## src/rtl/inst_fetch.sv

```systemverilog
// Instruction fetch stage: PC generation, request/response memory port,
// one-entry hold buffer behind the IF/ID output slot, redirect squashing.
module inst_fetch #(
  parameter int unsigned       ADDR_W   = 32,
  parameter int unsigned       INST_W   = 32,
  parameter logic [ADDR_W-1:0] RESET_PC = '0
) (
  input  logic              clk,
  input  logic              rst,
  output logic              imemReq,
  output logic [ADDR_W-1:0] imemAddr,
  input  logic              imemReady,
  input  logic              imemRvalid,
  input  logic [INST_W-1:0] imemRdata,
  input  logic              brTaken,
  input  logic [ADDR_W-1:0] brTarget,
  input  logic              idStall,
  output logic              ifValid,
  output logic [ADDR_W-1:0] ifPC,
  output logic [INST_W-1:0] ifInst
);

  typedef enum logic [1:0] {IDLE, REQ, WAIT} state_t;

  state_t            state, state_nxt;
  logic [ADDR_W-1:0] fetch_pc, fetch_pc_nxt;
  logic [ADDR_W-1:0] req_pc, req_pc_nxt;
  logic              drop, drop_nxt;
  logic              out_valid_nxt;
  logic [ADDR_W-1:0] out_pc_nxt;
  logic [INST_W-1:0] out_inst_nxt;
  logic              hold_valid, hold_valid_nxt;
  logic [ADDR_W-1:0] hold_pc, hold_pc_nxt;
  logic [INST_W-1:0] hold_inst, hold_inst_nxt;
  logic              accept_c;
  logic              resp_c;

  assign accept_c = (state == REQ) && imemReady;
  assign resp_c   = (state == WAIT) && imemRvalid;
  assign imemAddr = req_pc;

  // State and datapath registers
  always_ff @(posedge clk or negedge rst) begin
    if (!rst) begin
      state      <= IDLE;
      fetch_pc   <= RESET_PC;
      req_pc     <= RESET_PC;
      drop       <= 1'b0;
      imemReq    <= 1'b0;
      ifValid    <= 1'b0;
      ifPC       <= '0;
      ifInst     <= '0;
      hold_valid <= 1'b0;
      hold_pc    <= '0;
      hold_inst  <= '0;
    end else begin
      state      <= state_nxt;
      fetch_pc   <= fetch_pc_nxt;
      req_pc     <= req_pc_nxt;
      drop       <= drop_nxt;
      imemReq    <= (state_nxt == REQ);
      ifValid    <= out_valid_nxt;
      ifPC       <= out_pc_nxt;
      ifInst     <= out_inst_nxt;
      hold_valid <= hold_valid_nxt;
      hold_pc    <= hold_pc_nxt;
      hold_inst  <= hold_inst_nxt;
    end
  end

  // Next-state, response steering, consumption and redirect
  always_comb begin
    state_nxt      = state;
    fetch_pc_nxt   = fetch_pc;
    req_pc_nxt     = req_pc;
    drop_nxt       = drop;
    out_valid_nxt  = ifValid;
    out_pc_nxt     = ifPC;
    out_inst_nxt   = ifInst;
    hold_valid_nxt = hold_valid;
    hold_pc_nxt    = hold_pc;
    hold_inst_nxt  = hold_inst;

    // A request already squashed while waiting for ready keeps the redirect target
    if (accept_c && !brTaken && !drop) begin
      fetch_pc_nxt = req_pc + ADDR_W'(4);
    end

    if (brTaken) begin
      fetch_pc_nxt   = brTarget & ~ADDR_W'(3);
      out_valid_nxt  = 1'b0;
      hold_valid_nxt = 1'b0;
      if ((state == REQ) || ((state == WAIT) && !imemRvalid)) begin
        drop_nxt = 1'b1;
      end else if (resp_c) begin
        drop_nxt = 1'b0;
      end
    end else begin
      if (resp_c) begin
        drop_nxt = 1'b0;
      end
      if (resp_c && !drop) begin
        if (!ifValid || !idStall) begin
          out_valid_nxt = 1'b1;
          out_pc_nxt    = req_pc;
          out_inst_nxt  = imemRdata;
        end else begin
          hold_valid_nxt = 1'b1;
          hold_pc_nxt    = req_pc;
          hold_inst_nxt  = imemRdata;
        end
      end else if (ifValid && !idStall) begin
        if (hold_valid) begin
          out_pc_nxt     = hold_pc;
          out_inst_nxt   = hold_inst;
          hold_valid_nxt = 1'b0;
        end else begin
          out_valid_nxt = 1'b0;
        end
      end
    end

    case (state)
      IDLE:    if (!hold_valid_nxt) state_nxt = REQ;
      REQ:     if (imemReady) state_nxt = WAIT;
      WAIT:    if (imemRvalid) state_nxt = hold_valid_nxt ? IDLE : REQ;
      default: state_nxt = IDLE;
    endcase

    if ((state_nxt == REQ) && (state != REQ)) begin
      req_pc_nxt = fetch_pc_nxt;
    end
  end

endmodule

```

## config.mk

```make
export PLATFORM = sky130hd
export DESIGN_NAME = inst_fetch
export DESIGN_NICKNAME = d
export VERILOG_FILES = /design/src/rtl/inst_fetch.sv
export SDC_FILE = /design/constraint.sdc
export NUM_CORES = 1
export LEC_CHECK = 0
export BUFFER_PORTS_ARGS = -buffer_cell sky130_fd_sc_hd__buf_2
export CAP_MARGIN = 20
export CORE_MARGIN = 1
export CORE_UTILIZATION = 52
export CTS_BUF_LIST = sky130_fd_sc_hd__clkbuf_8
export DETAILED_ROUTE_END_ITERATION = 7
export PLACE_DENSITY = 0.79
export SYNTH_ARGS = -nofsm -noshare
export SYNTH_HDL_FRONTEND = slang
export SYNTH_SLANG_ARGS = --single-unit
```

## constraint.sdc

```tcl
create_clock -name clk -period 1.8 [get_ports clk]
set_input_delay 0.27 -clock clk [delete_from_list [all_inputs] [get_ports clk]]
set_output_delay 0.27 -clock clk [all_outputs]
set_load 0.02 [all_outputs]
```

Yosys cells after proc, flatten, opt, wreduce, memory -nomap -nowiden
Cells that the tools add are included.

Register bits after elaboration: 198. Input bits: 70. Output and inout bits: 98. Word-level logic and storage cells: 70.

Add/subtract/negate cells: 1. Eq/ne operators: 7. Mux-type cells: 27. Bitwise logic cells: 2. Reductions and logical operators: 22.

Operator list (count): $mux 32 (10); $add 32x3->32 const B (1); $mux 1 (13); $logic_and 1x1->1 (8); $mux 2 (3); $ne 3x2->1 const B (2); $pmux 2 s3 (1); $reduce_and 3->1 (2); $logic_not 1->1 (5); $eq 2x1->1 const B (2); $ne 2x1->1 const B (2); $reduce_and 4->1 (1); $reduce_bool 2->1 (2); $reduce_bool 3->1 (1); $eq 2x2->1 const B (1); $logic_not 2->1 (1); $logic_or 1x1->1 (2); $not 1->1 (2).

Longest topological paths before layout
Gate-level depths: netlist (run 1).

Word-level depth: 10. Gate-level depth with buffers: 8. Mapped depth without buffers: 6.

Worst setup path after synthesis (run 1)
Ideal clock, no wire load.

Path kind: flip-flop to flip-flop. Start: register req_pc[16] (netlist: imemAddr[16]). End: register fetch_pc[23]. Setup time: 0.069 ns. Data arrival time: 1.892 ns. Data required time: 1.731 ns. Path slack: -0.161 ns. Stages on the path, launching flop included: 7. Buffers on the path: 1. Clock period less this slack: 1.961 ns. Path through: dfrtp_1 -> buf_2 -> nand4_2 -> nor4_4 -> nand4_1 -> or4_1 -> nand3_1.

Cells in the longest elaborated chain, start to end: 3.

Ends and longest elaborated chain: from (decl) (RTL line 27) `logic [ADDR_W-1:0] req_pc, req_pc_nxt;`; from (signal assigned) (RTL line 59) `req_pc <= req_pc_nxt;`; $add 32x3->32 (RTL line 86) `fetch_pc_nxt = req_pc + ADDR_W'(4);`; $mux 32 (RTL line 85) `if (accept_c && !brTaken && !drop) begin`; $mux 32 (RTL line 89) `if (brTaken) begin`; via fetch_pc_nxt[23] (RTL line 26) `logic [ADDR_W-1:0] fetch_pc, fetch_pc_nxt;`; to (signal assigned) (RTL line 58) `fetch_pc <= fetch_pc_nxt;`; to (decl) (RTL line 26).

The timed path passes the listed nets, and every way through them passes these cells. A chain may end at the register's enable or synchronous reset.

Worst setup path after layout (run 1)
Start: register state[0]. End: register ifPC[19].

Cells in the longest elaborated chain, start to end: 5. Elaborated cells on any way between the ends: 8.

Ends and longest elaborated chain: from (decl) (RTL line 25) `state_t state, state_nxt;`; from (signal assigned) (RTL line 57) `state <= state_nxt;`; $eq 2x2->1 (*) (RTL line 39) `assign resp_c = (state == WAIT) && imemRvalid;`; $logic_and 1x1->1 (*) (RTL line 39); $logic_and 1x1->1 (*) (RTL line 102) `if (resp_c && !drop) begin`; $ne 2x1->1 (no line) or $reduce_bool 2->1 (tied branches); $reduce_and 4->1 (no line); to (signal assigned) (RTL line 63) `ifPC <= out_pc_nxt;`; to (decl) (RTL line 19) `output logic [ADDR_W-1:0] ifPC,`.

Every way passes the cells marked *; elsewhere a longest branch is shown, timed or not.

==> metrics.yaml, run 1 <==
status:
  status: "finished, violations left"
  failed_checks: "setup timing"
yosys:
  synth_top_flop_cell: "dfrtp_1"
  ys_seq_elements: 198
  synth.area.top_cells: "dfrtp_1 (56%), mux2_2 (9.5%), mux2i_1 (8.1%), o21ai_0 (5.5%), nand2_1 (4.5%)"
  postSynthAreaPerCell_um2: 11.27
  syn-num-nets: 861
  synth_top_cell_by_area: "dfrtp_1"
  synth_most_common_cell: "dfrtp_1"
  synth_edf_count: 0
  synth_cell_types: 48
  netlist.area_leader.share_pct: 55.66
  netlist_instances: 790
  synthTopCellsByCount: "dfrtp_1 (198), nand2_1 (106), o21ai_0 (98), mux2_2 (75), mux2i_1 (72)"
  yosysSeqAreaShare_pct: 55.66
  synth.cell_area_um2: 8901
  async_flop_share_pct: 100.0
  synth_warnings: 0
die:
  ios: 168
  fp-row-count: 47
  die_area_um2: 17650
  initial_core_util_pct: 53.48
  core_area_um2: 16640
  die_h_um: 132.8
  fp.dieW_um: 132.8
critical_path:
  cp-end-kind: "flip-flop"
  cp-start-kind: "flip-flop"
  cp_max_fo: 22
  crit_type: "reg2reg"
  arrival_ps: 2200
  worstPathRequired_ps: 2150
  r2r_slack_ps: -50
drt:
  vias: 6790
  dr.first_iter.drc_count: 392
  ant_nets: 0
  wirelength_mm: 22.09
  drc: 0
  wl_per_cell_um: 17.98
  viasPerCell: 5.529
  dr.pass1.iters: 5
final_layout:
  num_antenna_cells: 0
  multi_input_area_um2: 3918
  n_fill_cell: 1240
  drive_gt1_share_pct: 38.00
  seq_area_um2: 4959
  syn_to_final_growth_pct: 27.45
  fin_nets: 1066
clocking:
  clk_latency_ps: 470
  cts_buffers: 17
  clkSinkCount: 198
  cts_buffer_depth: 2
  cts_root_buffer: "clkbuf_8"
  htree_levels: 4
  clk_pin_slew_ps: 90
  cts_tree: "built"
grt:
  gr-usage-all-layers_pct: 24.39
  grt_pass1_wl_mm: 33.64
  overflow: 0
  grt_pass1_vias: 6454
  antenna_found_initial: 0
  grt_max_degree: 55
timing:
  fin_crit_ps: 1852
  setup_viol: 29
  setup_ws_ps: -51.80
  slew_violations: 0
  relSlewSlack_pct: 62.36
  tightest_slew_ps: 564.6
  hold_viol: 0
  rsz0062_at_grt: "true"
  fin_crit_sh_pct: 102.9
  skew_ps: 10.26
  fmax_mhz: 540.0
place:
  place_ws_ps: -44.41
  gp_congestion: 0.8560
  io_buffer_count: 165
  dp_hpwl_mm: 14.14
power:
  ir_drop_v: 0.0008786
  p_per_area_nw_per_um2: 1184
  p_total_uw: 13440
  p_leak_uw: 0.005910
worst_hold_path:
  min_path_type: "in2reg"
run:
  cap_viol_max_count: 0
-- through the flow --
stage | std cells | util [%] | hold WS, ps | area, um2 | TNS, ps
after CTS | 1216 | 65.75 | 11.08 | 10940 | -73.42
final | 1228 | 68.17 | 31.34 | 11340 | -724.8
after global routing | 1228 | 68.17 | 18.92 | 11340 | -6106
after detailed placement | 1177 | 62.51 | 277.0 | 10400 | -415.4
after floorplan | 790 | - | -25.59 | 8925 | -115.9
after global placement | 1177 | 62.51 | 278.5 | 10400 | 0
-- sequential cells by signal (all words and copies together), names as in the netlist --
signal      count
fetch_pc       32
hold_inst      32
hold_pc        32
ifInst         32
ifPC           32
imemAddr       32
state           2
drop            1
hold_valid      1
ifValid         1
imemReq         1
-- report_power, final --
part	total (uW)	switching, uW	internal, uW
logic	4820	2710	2110
registers	5540	480	5060
clock network	3080	1490	1580
-- cells by family (layout without fill, tap and decap cells) --
| logic type | after synthesis | in the layout | share of synthesized area [%] |
|---|---|---|---|
| AND/OR/NAND/NOR | 200 | 200 | 11.34 |
| XOR/XNOR | 22 | 22 | 2.165 |
| multiplexers | 152 | 152 | 18.22 |
| adder cells (fa/ha/maj) | 1 | 1 | 0.1405 |
| AO/OA/AOI/OAI | 153 | 154 | 9.334 |
| flip-flops | 198 | 198 | 55.66 |
| buffers and inverters | 64 | 281 | 3.135 |
-- layer usage --
metal	global-route usage [%]	wire, um	up-vias
li1	-	-	3189
met2	37.70	10450	221
met5	0	0	-
met4	6.960	245	0
met3	5.096	1199	27
met1	34.87	10200	3353
-- worst max-delay path, stage by stage, from the launching register on --
cell and delay (ps):
dfrtp_1 400, nand4bb_4 280, buf_12 170, a221o_4 500, clkbuf_16 220, nand2_1 80, o21ai_0 90
-- worst paths after layout --
kind	start	end	cells after the start
setup / recovery	state[0]	ifPC[19]	6
hold / removal	brTarget[29]	fetch_pc[29]	3
setup reg to reg	state[0]	ifPC[19]	6
hold reg to reg	ifPC[10]	ifPC[10]	2
max in group asynchronous	rst	imemAddr[14]	3
min in group asynchronous	rst	hold_pc[19]	2
-- repair_timing --
| action | 4_1_cts | 5_1_grt |
|---|---|---|
| hold buffers | 2 | 0 |
| resized for setup | 3 | 116 |
| cloned | 2 | 7 |
| endpoints found under the setup margin | 17 | 133 |
| hold endpoints to repair | 47 | 0 |
| setup buffers | 3 | 7 |
| pin swaps | 3 | 5 |
-- cells in the final DEF, fill, tap and decap left out, types with 3 or more instances in the layout --
cell type,instances
nor3b_1,15
a21oi_1,30
buf_4,52
mux2i_1,72
o21bai_1,3
clkbuf_16,6
o21ai_1,43
clkbuf_8,24
dfrtp_2,3
nand2_2,12
inv_1,6
o21ai_2,6
and4_1,3
and3_1,5
bufinv_16,3
dfrtp_1,195
o21ai_0,49
nand2b_1,5
buf_8,3
and2_1,5
nand2_1,94
buf_6,3
nor2_1,19
xor2_1,16
nand3_1,7
buf_2,164
a21o_1,3
a21boi_0,3
mux2_1,5
mux2_2,45
buf_12,13
mux2_4,30
xnor2_1,6
nand4_1,17
-- cell type report --
type	instances	area share [%]
tap	220	2.426
sequential	198	43.71
clock buffer	23	2.790
clock inverter	9	1.081
multi-input combinational	529	34.53
inverter	4	0.1323
timing repair buffer	245	15.33
(Power assumes the default switching activity.)
==> run 2, diff against run 1 <==
- REMOVE_ABC_BUFFERS: not set -> 1
==> metrics.yaml, run 2 (synthesis gave the netlist of run 1 again) <==
status:
  status: "finished, final reports clean"
final_layout:
  syn_to_final_growth_pct: 24.56
  stdcell_count: 1224  # -0.33%
  drive_gt1_share_pct: 36.06  # -1.9 points
  postLayoutCellArea_um2: 11090  # -2.3%
  num_antenna_cells: 0  # unchanged
  final_common_cell: "dfrtp_1"
  fin_nets: 1062  # -0.38%
  mostFrequentLayoutCells: "dfrtp_1 (196), buf_2 (164), nand2_1 (103), o21ai_0 (77), mux2i_1 (72)"
timing:
  setup_ws_ps: 11.74  # +63.54 ps
  fin_crit_sh_pct: 99.35  # -3.5 points
  setup_viol: 0  # -100%
  skew_ps: 12.31  # +2.049 ps
  slew_violations: 0  # unchanged
  fin_crit_ps: 1788  # -63.54 ps
  relSlewSlack_pct: 64.04  # +1.7 points
  rsz0062_at_grt: "true"
  fmax_mhz: 559.2  # +3.6%
  hold_viol: 0  # unchanged
  whs_ps: 44.49  # +13.15 ps
  tightest_slew_ps: 539.5  # -25.13 ps
grt:
  gr-usage-all-layers_pct: 23.36  # -1.0 points
  grt_pass1_wl_mm: 32.42  # -3.6%
  overflow: 0  # unchanged
  grt_pass1_vias: 6359  # -1.5%
  grt_max_degree: 83  # +51%
  antenna_found_initial: 1  # +1
die:
  core_area_um2: 16640  # unchanged
  fp-row-count: 47  # unchanged
  initial_core_util_pct: 53.48  # unchanged
  die_h_um: 132.8  # unchanged
  die_area_um2: 17650  # unchanged
  ios: 168  # unchanged
  fp.dieW_um: 132.8  # unchanged
critical_path:
  slowest_delay_ps: 390  # -110 ps
  path_cells: "nand4bb_4 > a2bb2oi_2 > o211ai_1 > buf_4 > buf_8 > buf_4 > a311oi_1 > a21o_1"
  worstPathRequired_ps: 2150  # about the same
  cp-start-kind: "flip-flop"
  r2r_slack_ps: 10  # +60 ps
  crit_type: "reg2reg"
  crit_slowest_cell: "dfrtp_1"
  cp-end-kind: "flip-flop"
  r2r_cells: 8  # +2
  cp_top_family: "compound AO/OA/AOI/OAI gates"
  cp_common_cell: "buf_4"
  critical_path_buf_inv_count: 3  # +1
  arrival_ps: 2130  # -70 ps
  reg2reg_from: "state[0]"
  cp_max_fo: 7  # -68%
  rr_endpoint: "imemAddr[14]"
clocking:
  cts_buffer_depth: 2  # unchanged
  cts_root_buffer: "clkbuf_8"
  cts_tree: "built"
  clkSinkCount: 198  # unchanged
  htree_levels: 4  # unchanged
  cts_buffers: 17  # unchanged
  clk_latency_ps: 460  # about the same
  clk_pin_slew_ps: 90  # about the same
drt:
  drc: 0  # unchanged
  wl_per_cell_um: 17.34  # -3.6%
  vias: 6701  # -1.3%
  dr.pass1.iters: 4  # -1
  viasPerCell: 5.475  # -0.99%
  dr.first_iter.drc_count: 382  # -2.6%
  wirelength_mm: 21.23  # -3.9%
  ant_nets: 0  # unchanged
power:
  p_per_area_nw_per_um2: 1171  # -1.1%
  ir_drop_v: 0.0007222  # -18%
  p_int_uw: 8430  # -3.7%
  comb_power_share_pct: 35.6  # -0.3 points
  p_switching_uw: 4553  # -2.8%
  pwr-share-seq_pct: 42.6  # +1.4 points
  swShare_pct: 35.07  # +0.21 points
  p_leak_uw: 0.005827  # -1.4%
  p_clk_share_pct: 21.8  # -1.1 points
place:
  gp_congestion: 0.8428  # -1.5%
  dp_hpwl_mm: 13.77  # -2.6%
  placed_area_um2: 10320  # -0.79%
  io_buffer_count: 165  # unchanged
  place_ws_ps: -40.57  # +3.832 ps
  numPlacedInstances: 1171  # -0.51%
worst_hold_path:
  hold_depth: 2  # -1
  hold_end: "hold_inst[9]"
  min_path_type: "in2reg"
  hold_start: "imemRdata[9]"
run:
  cap_viol_max_count: 0  # unchanged
## run 2: changes by cell type in the layout (fill, tap and decap cells not counted), sizes merged
| cell | delta |
|---|---|
| clkinvlp | -1 |
| clkinv | +4 |
| a221o | -1 |
| inv | +2 |
| clkbuf | -8 |
| bufinv | -1 |
| buf | +1 |
## run 2: timing repair
| action | CTS | global route |
|---|---|---|
| gates cloned | 0 | 5 |
| buffers inserted | 3 | 11 |
| hold buffers | 2 | 0 |
| hold endpoints to repair | 66 | 0 |
| gates resized for setup | 5 | 56 |
| pin swaps | 0 | 2 |
| setup endpoints to repair | 13 | 147 |
## run 2: layout make-up
type	instances	area, um2
multi-input combinational	528	3777
clock buffer	19	261.5
sequential	198	4957
inverter	4	15.01
clock inverter	13	130.1
fill	1254	5555
timing repair buffer	242	1670
tap	220	275.3
## run 2: worst max-delay path by stage
stage,from,endpoint,slack [ps],cells past startpoint
after floorplan,state[0],hold_inst[0],-4820,3
after global placement,drop,imemAddr[18],-20,5
after detailed placement,drop,imemAddr[16],-40,5
after CTS,drop,ifPC[21],-30,6
after global routing,state[0],ifInst[6],-60,6
final,state[0],imemAddr[14],10,8
## run 2: metrics by stage
step	power, uW	setup TNS [ps]	util [%]
after CTS	12610	-157.7	64.70
after detailed placement	9721	-272.7	62.01
after global routing	13680	-2191	66.62
final	12980	0	66.62
after global placement	9598	-110.0	62.01
after floorplan	7901	-732350	-
## run 2: power by group through the flow
stage               Combinational (uW)  Clock [uW]  Sequential, uW
finish                            4620        2830            5530
global route                      5010        3070            5610
CTS                               4200        2900            5520
detailed placement                4110           0            5610
global placement                  4020           0            5580
floorplan                         1630           0            6270
## run 2: layer usage
layer  vias up  track usage, %  wire length [um]
met2       224           37.52             10230
li1       3167               -                 -
met4         2           6.450               277
met1      3287           32.37              9377
met3        21           4.636              1335
met5         -               0                 9
